<file path="src/rtl/button_param_ctrl.sv">
// button_param_ctrl: turns debounced, active-low push buttons into saturating
// up/down edits of a single run-time parameter. It supports hold-to-repeat
// auto-stepping and a coarse/fine step toggle on the mode button.
module button_param_ctrl #(
    parameter int WIDTH         = 8,
    parameter int INIT_VAL      = 128,
    parameter int MIN_VAL       = 0,
    parameter int MAX_VAL       = 255,
    parameter int STEP_FINE     = 1,
    parameter int STEP_COARSE   = 16,
    parameter int HOLD_DELAY    = 25000000,
    parameter int REPEAT_PERIOD = 5000000
) (
    input  logic             i_clk,
    input  logic             i_reset,
    input  logic             i_enable,
    input  logic             i_btn_up,
    input  logic             i_btn_down,
    input  logic             i_btn_mode,
    output logic [WIDTH-1:0] o_value,
    output logic             o_coarse,
    output logic             o_update,
    output logic             o_at_min,
    output logic             o_at_max
);

    localparam int CNT_MAX = (HOLD_DELAY > REPEAT_PERIOD) ? HOLD_DELAY : REPEAT_PERIOD;
    localparam int CNT_W   = $clog2(CNT_MAX) + 1;

    localparam logic [CNT_W-1:0] HOLD_LAST = CNT_W'(HOLD_DELAY - 1);
    localparam logic [CNT_W-1:0] RPT_LAST  = CNT_W'(REPEAT_PERIOD - 1);

    // Step arithmetic runs one bit wider than the value so sums cannot wrap.
    localparam logic [WIDTH:0]   MIN_EXT   = (WIDTH+1)'(MIN_VAL);
    localparam logic [WIDTH:0]   MAX_EXT   = (WIDTH+1)'(MAX_VAL);
    localparam logic [WIDTH:0]   STEP_F    = (WIDTH+1)'(STEP_FINE);
    localparam logic [WIDTH:0]   STEP_C    = (WIDTH+1)'(STEP_COARSE);
    localparam logic [WIDTH-1:0] MIN_V     = WIDTH'(MIN_VAL);
    localparam logic [WIDTH-1:0] MAX_V     = WIDTH'(MAX_VAL);
    localparam logic [WIDTH-1:0] INIT_V    = WIDTH'(INIT_VAL);

    typedef enum logic [2:0] {
        IDLE    = 3'd0,
        HOLD_UP = 3'd1,
        HOLD_DN = 3'd2,
        RPT_UP  = 3'd3,
        RPT_DN  = 3'd4,
        LOCK    = 3'd5
    } state_t;

    state_t           state;
    state_t           state_nxt;
    logic [CNT_W-1:0] cnt;
    logic [CNT_W-1:0] cnt_nxt;

    logic             prev_up;
    logic             prev_dn;
    logic             prev_mode;
    logic             press_up;
    logic             press_dn;
    logic             press_mode;

    logic             step_up;
    logic             step_dn;
    logic [WIDTH:0]   step_mag;
    logic [WIDTH-1:0] value;
    logic [WIDTH-1:0] value_nxt;
    logic             coarse;
    logic             update;

    // Add a step and clamp the result to the upper bound.
    function automatic logic [WIDTH-1:0] sat_add(input logic [WIDTH-1:0] v,
                                                 input logic [WIDTH:0]   s);
        logic [WIDTH:0] sum;
        sum = {1'b0, v} + s;
        if (sum > MAX_EXT) begin
            return MAX_V;
        end
        if (sum < MIN_EXT) begin
            return MIN_V;
        end
        return sum[WIDTH-1:0];
    endfunction

    // Subtract a step and clamp the result to the lower bound; the compare
    // is done before subtracting so the difference can never go negative.
    function automatic logic [WIDTH-1:0] sat_sub(input logic [WIDTH-1:0] v,
                                                 input logic [WIDTH:0]   s);
        logic [WIDTH:0] diff;
        if ({1'b0, v} < (MIN_EXT + s)) begin
            return MIN_V;
        end
        diff = {1'b0, v} - s;
        if (diff > MAX_EXT) begin
            return MAX_V;
        end
        return diff[WIDTH-1:0];
    endfunction

    assign press_up   = prev_up   & ~i_btn_up;
    assign press_dn   = prev_dn   & ~i_btn_down;
    assign press_mode = prev_mode & ~i_btn_mode;

    // Next-state, counter and step-request logic for the up/down sequencer.
    always_comb begin
        state_nxt = state;
        cnt_nxt   = cnt;
        step_up   = 1'b0;
        step_dn   = 1'b0;
        if (!i_enable) begin
            state_nxt = IDLE;
            cnt_nxt   = '0;
        end else begin
            case (state)
                IDLE: begin
                    cnt_nxt = '0;
                    if (!i_btn_up && !i_btn_down) begin
                        state_nxt = LOCK;
                    end else if (press_up && i_btn_down) begin
                        step_up   = 1'b1;
                        state_nxt = HOLD_UP;
                    end else if (press_dn && i_btn_up) begin
                        step_dn   = 1'b1;
                        state_nxt = HOLD_DN;
                    end
                end
                HOLD_UP, RPT_UP: begin
                    // Release wins over a terminal count in the same cycle.
                    if (i_btn_up) begin
                        state_nxt = IDLE;
                        cnt_nxt   = '0;
                    end else if (!i_btn_down) begin
                        state_nxt = LOCK;
                        cnt_nxt   = '0;
                    end else if (cnt == ((state == HOLD_UP) ? HOLD_LAST : RPT_LAST)) begin
                        step_up   = 1'b1;
                        state_nxt = RPT_UP;
                        cnt_nxt   = '0;
                    end else begin
                        cnt_nxt = cnt + 1'b1;
                    end
                end
                HOLD_DN, RPT_DN: begin
                    if (i_btn_down) begin
                        state_nxt = IDLE;
                        cnt_nxt   = '0;
                    end else if (!i_btn_up) begin
                        state_nxt = LOCK;
                        cnt_nxt   = '0;
                    end else if (cnt == ((state == HOLD_DN) ? HOLD_LAST : RPT_LAST)) begin
                        step_dn   = 1'b1;
                        state_nxt = RPT_DN;
                        cnt_nxt   = '0;
                    end else begin
                        cnt_nxt = cnt + 1'b1;
                    end
                end
                LOCK: begin
                    cnt_nxt = '0;
                    if (i_btn_up && i_btn_down) begin
                        state_nxt = IDLE;
                    end
                end
                default: begin
                    state_nxt = IDLE;
                    cnt_nxt   = '0;
                end
            endcase
        end
    end

    // Step size uses the registered mode, so a simultaneous mode press
    // only affects later steps.
    always_comb begin
        step_mag  = coarse ? STEP_C : STEP_F;
        value_nxt = value;
        if (step_up) begin
            value_nxt = sat_add(value, step_mag);
        end else if (step_dn) begin
            value_nxt = sat_sub(value, step_mag);
        end
    end

    // Sequencer state and hold/repeat counter.
    always_ff @(posedge i_clk) begin
        if (i_reset) begin
            state <= IDLE;
            cnt   <= '0;
        end else begin
            state <= state_nxt;
            cnt   <= cnt_nxt;
        end
    end

    // Previous button samples; they keep tracking while disabled so that
    // presses begun during disable never fire later.
    always_ff @(posedge i_clk) begin
        if (i_reset) begin
            prev_up   <= 1'b1;
            prev_dn   <= 1'b1;
            prev_mode <= 1'b1;
        end else begin
            prev_up   <= i_btn_up;
            prev_dn   <= i_btn_down;
            prev_mode <= i_btn_mode;
        end
    end

    // Parameter value, step mode and change pulse.
    always_ff @(posedge i_clk) begin
        if (i_reset) begin
            value  <= INIT_V;
            coarse <= 1'b0;
            update <= 1'b0;
        end else begin
            value  <= value_nxt;
            update <= (value_nxt != value);
            if (i_enable && press_mode) begin
                coarse <= ~coarse;
            end
        end
    end

    assign o_value  = value;
    assign o_coarse = coarse;
    assign o_update = update;
    assign o_at_min = (value == MIN_V);
    assign o_at_max = (value == MAX_V);

endmodule

</file>
<file path="config.mk">
export PLATFORM = sky130hd
export DESIGN_NAME = button_param_ctrl
export DESIGN_NICKNAME = d
export VERILOG_FILES = /design/src/rtl/button_param_ctrl.sv
export SDC_FILE = /design/constraint.sdc
export NUM_CORES = 1
export LEC_CHECK = 0
export BUFFER_PORTS_ARGS = -buffer_cell sky130_fd_sc_hd__buf_2
export CAP_MARGIN = 20
export CORE_AREA = 3 3 96 98
export CTS_CLUSTER_SIZE = 16
export DETAILED_ROUTE_END_ITERATION = 7
export DIE_AREA = 0 0 99 101
export GPL_ROUTABILITY_DRIVEN = 0
export HOLD_SLACK_MARGIN = 0.06
export PLACE_DENSITY = 0.58
export SYNTH_ARGS = -nofsm -noshare
export SYNTH_HDL_FRONTEND = slang
export SYNTH_SLANG_ARGS = --single-unit
</file>
<file path="constraint.sdc">
create_clock -name i_clk -period 7.35 [get_ports i_clk]
set_input_delay 1.1025 -clock i_clk [delete_from_list [all_inputs] [get_ports i_clk]]
set_output_delay 1.1025 -clock i_clk [all_outputs]
set_load 0.01 [all_outputs]
</file>
==> results.rst <==
.. list-table::
   :header-rows: 1

   * - Metric
     - Value
   * - Max Transition Viols Final
     - 0
   * - Setup skew after layout
     - 10.0 ps
   * - Via density per instance
     - 5.58
   * - Final-stage net count
     - 388
   * - Shortest clock period the worst path allows after layout
     - 3000 ps
   * - Sinks on the clock net
     - 42
   * - Total number of H-tree levels
     - 2
   * - Sequential group share of total power
     - 45.1%
   * - Total power after layout
     - 0.546 mW
   * - Synthesized area per cell
     - 7.91 sq um
   * - Share of Yosys cell area claimed by the top area cell type
     - 28.6%
   * - Placement Rows
     - 34
   * - Initial Util
     - 34.4%
   * - Hold/Removal Path Class
     - reg -> reg
   * - Most instantiated library cell after synthesis
     - nor2_1
   * - Distinct cell type count of the synthesized netlist
     - 72
   * - Kind of end point of the critical path
     - register
   * - Worst max-slew margin expressed relative to the limit
     - 41.6%
   * - Post-synthesis net count
     - 385
   * - Buffers inserted during post-CTS setup optimization
     - 0
   * - Wire length of the first global-routing pass
     - 12.0 mm
   * - Crit Path Class
     - reg -> reg
   * - Post-Route WL
     - 6.99 mm
   * - Peak Freq
     - 333 MHz
   * - Most numerous cell types in the synthesized netlist
     - 43 x nor2_1, 42 x dfxtp_1, 22 x a21oi_1
   * - CTS max path bufs
     - 2
   * - Crit path largest cell delay
     - 570 ps
   * - Horizontal die dimension
     - 99 microns
   * - Synth Area in Compound Gates
     - 18.8%
   * - Slew at the pin with the worst max-slew slack
     - 868 ps
   * - Dominant combinational cell family by area after synthesis
     - simple AND/OR/NAND/NOR gates
   * - Register clock-pin slew on the reported worst setup and hold paths
     - 90 ps
   * - Reported max-cap violation count
     - 0
   * - Ratio of cells with drive above 1 in the final layout
     - 12.8%
   * - Floorplan die height
     - 101 microns
   * - Synth-to-Final Area Change
     - 7.91%
   * - Internal power of the cells
     - 0.382 mW
   * - RSZ-0062 raised after global routing
     - no
   * - HPWL after detailed placement
     - 5.20 mm
   * - Resize count post-CTS
     - 0
   * - Warning count from the yosys run
     - 0
   * - Simple-gate area share of the yosys netlist
     - 32.6%
   * - Number of enable-type register cells in the synthesized netlist
     - 0
   * - Leading post-synthesis cells by cell area
     - dfxtp_1 29%, nor2_1 5.5%, xnor2_1 4.8%, xor2_1 3.9%, a21oi_1 3.7%
   * - Total Neg Setup Slack
     - 0 ps
   * - Aggregate global-route resource usage
     - 14.1%
   * - Cell Area, Synth
     - 2940 sq um
   * - DRC violation count after routing
     - 0
   * - First-pass detailed-route iteration total
     - 4
   * - Cell type contributing the most total cell area after synthesis
     - dfxtp_1
   * - Worst voltage drop across the vdd grid
     - 0.000141 V
   * - Mux contribution to synthesized area
     - 3.15%
   * - Outcome
     - complete, no violations
   * - Power per unit of standard cell area
     - 172 nW/um^2
   * - Number of primary I/O pins
     - 18
   * - Leakage
     - 1.05 nW
   * - Final worst-path cycle share
     - 40.9%
   * - CTS tree
     - yes
   * - Initial DRC Count
     - 138
   * - Final Hold Violating Endpoints
     - 0
   * - Synthesized flop and latch total
     - 42
   * - Sw frac
     - 30.1%
   * - Combinational share of power
     - 20.8%
   * - Floorplan Core Area
     - 8550 sq um
   * - Via count of the first global-routing pass
     - 2542
   * - Ordered cell list for the critical path
     - inv_1 -> ha_1 -> ha_1 -> or3b_2 -> or3_1 -> a31oi_1 -> a211oi_1 -> a211oi_1 -> o32ai_1
   * - Fill cell instance count of the final layout
     - 904
   * - Port Buffers
     - 17
   * - GR Overflow Total
     - 0
   * - Post-route antenna net violation count
     - 0
   * - Ys async rst share
     - 0%
   * - Kind of start point of the critical path
     - register
   * - Latest clock arrival within the worst-skew pair
     - 290 ps
   * - Switch Pwr
     - 0.164 mW
   * - Synthesized instance count
     - 372
   * - Final setup viols
     - 0
   * - Sequential cell area fraction in the yosys report
     - 28.6%
   * - Largest net degree at the start of global routing
     - 27
   * - Clk network pwr share
     - 34.1%
   * - Total number of vias
     - 2700
   * - Num CTS Buffers
     - 5
   * - XOR/XNOR Fraction of Synth Area
     - 8.63%
   * - Total inserted antenna cells
     - 0
   * - CTS Hold Buffers Added
     - 0
   * - Avg WL per Cell
     - 14.4 microns
   * - Synth Flop Type
     - dfxtp_1
   * - Number of antenna violations at the first check in global routing
     - 0
   * - Overall die area
     - 10000 sq um
   * - Slowest cell on the critical path
     - or3b_2
   * - Required arrival time at the worst endpoint
     - 7530 ps
   * - Arrival time of data at the critical path endpoint
     - 3180 ps
   * - Synthesized-area fraction occupied by adder cells
     - 2.98%
   * - Critical Path Fanout Max
     - 9
   * - Cell at the root of the clock tree
     - clkbuf_8
==> flip-flops by register name (all words and copies together), names as in the netlist <==
name,flops
o_coarse,1
prev_mode,1
o_value,8
prev_dn,1
cnt,26
o_update,1
state,3
prev_up,1
==> path summary, 6_finish.rpt <==
kind / from / end / cells past startpoint / slack, ps
worst max-delay path: o_value[0]$_SDFF_PP0_ / o_update$_SDFF_PP0_ / 9 / 4350
worst min-delay path: cnt[0]$_SDFF_PP0_ / cnt[0]$_SDFF_PP0_ / 1 / 470
worst max register to register: o_value[0]$_SDFF_PP0_ / o_update$_SDFF_PP0_ / 9 / 4350
worst min register to register: cnt[0]$_SDFF_PP0_ / cnt[0]$_SDFF_PP0_ / 1 / 470
==> kinds of logic (layout without fill, tap and decap cells) <==
group	Yosys count	after routing
and+or+nand+nor	168	168
AOI/OAI and AO/OA	81	81
DFF	42	42
buffers and inverters	36	40
xor gates and xnor gates	29	29
muxes	9	9
adders and majority gates	7	7
==> cells in the final DEF, fill, tap and decap left out, drive strengths merged, types with 13 or more instances in the layout <==
master and count:
buf 17, o21ai 14, inv 16, nand2 21
dfxtp 42, xor2 13, nor2 44, a21oi 23
xnor2 16, nand3 17
==> critical path: cells and delay by family, from the launching register on <==
kind / cells / cell delay, ps
flip-flops: 1 / 420
adder cells (fa/ha/maj): 2 / 630
AO/OA/AOI/OAI: 4 / 660
AND/OR/NAND/NOR: 2 / 950
buffers and inverters: 1 / 220
==> through the flow <==
stage | hold WS (ps) | cell area (sq um) | util, % | setup slack [ps] | cells
floorplan | 430 | 2940 | - | 4640 | 372
global placement | 447 | 3060 | 35.8 | 4290 | 476
detailed placement | 467 | 3060 | 35.8 | 4210 | 476
CTS | 487 | 3180 | 37.1 | 4390 | 484
global route | 496 | 3180 | 37.1 | 4150 | 484
finish | 475 | 3180 | 37.1 | 4350 | 484
==> power by group through the flow <==
stage                     clock network [mW]  registers [mW]  logic, mW
after global placement                     0           0.252      0.113
after CTS                              0.191           0.246      0.113
after detailed placement                   0           0.252      0.112
after global routing                   0.200           0.248      0.127
final                                  0.186           0.247      0.114
after floorplan                            0           0.245     0.0922
==> metal layers <==
layer | part of all wire, % | track usage, %
met2 | 49 | 23.7
met4 | 0.19 | 1.89
met1 | 47 | 19.6
met3 | 3.9 | 2.35
met5 | 0 | 0
==> layout make-up <==
class	count	area (sq um)	share of cell area [%]
Multi-Input combinational cell	294	1950	61.3
Tap cell	108	135	4.26
Timing Repair Buffer	17	85.1	2.68
Clock buffer	5	68.8	2.17
Clock inverter	3	43.8	1.38
Sequential cell	42	841	26.5
Inverter	15	56.3	1.77
(Power assumes the default switching activity.)
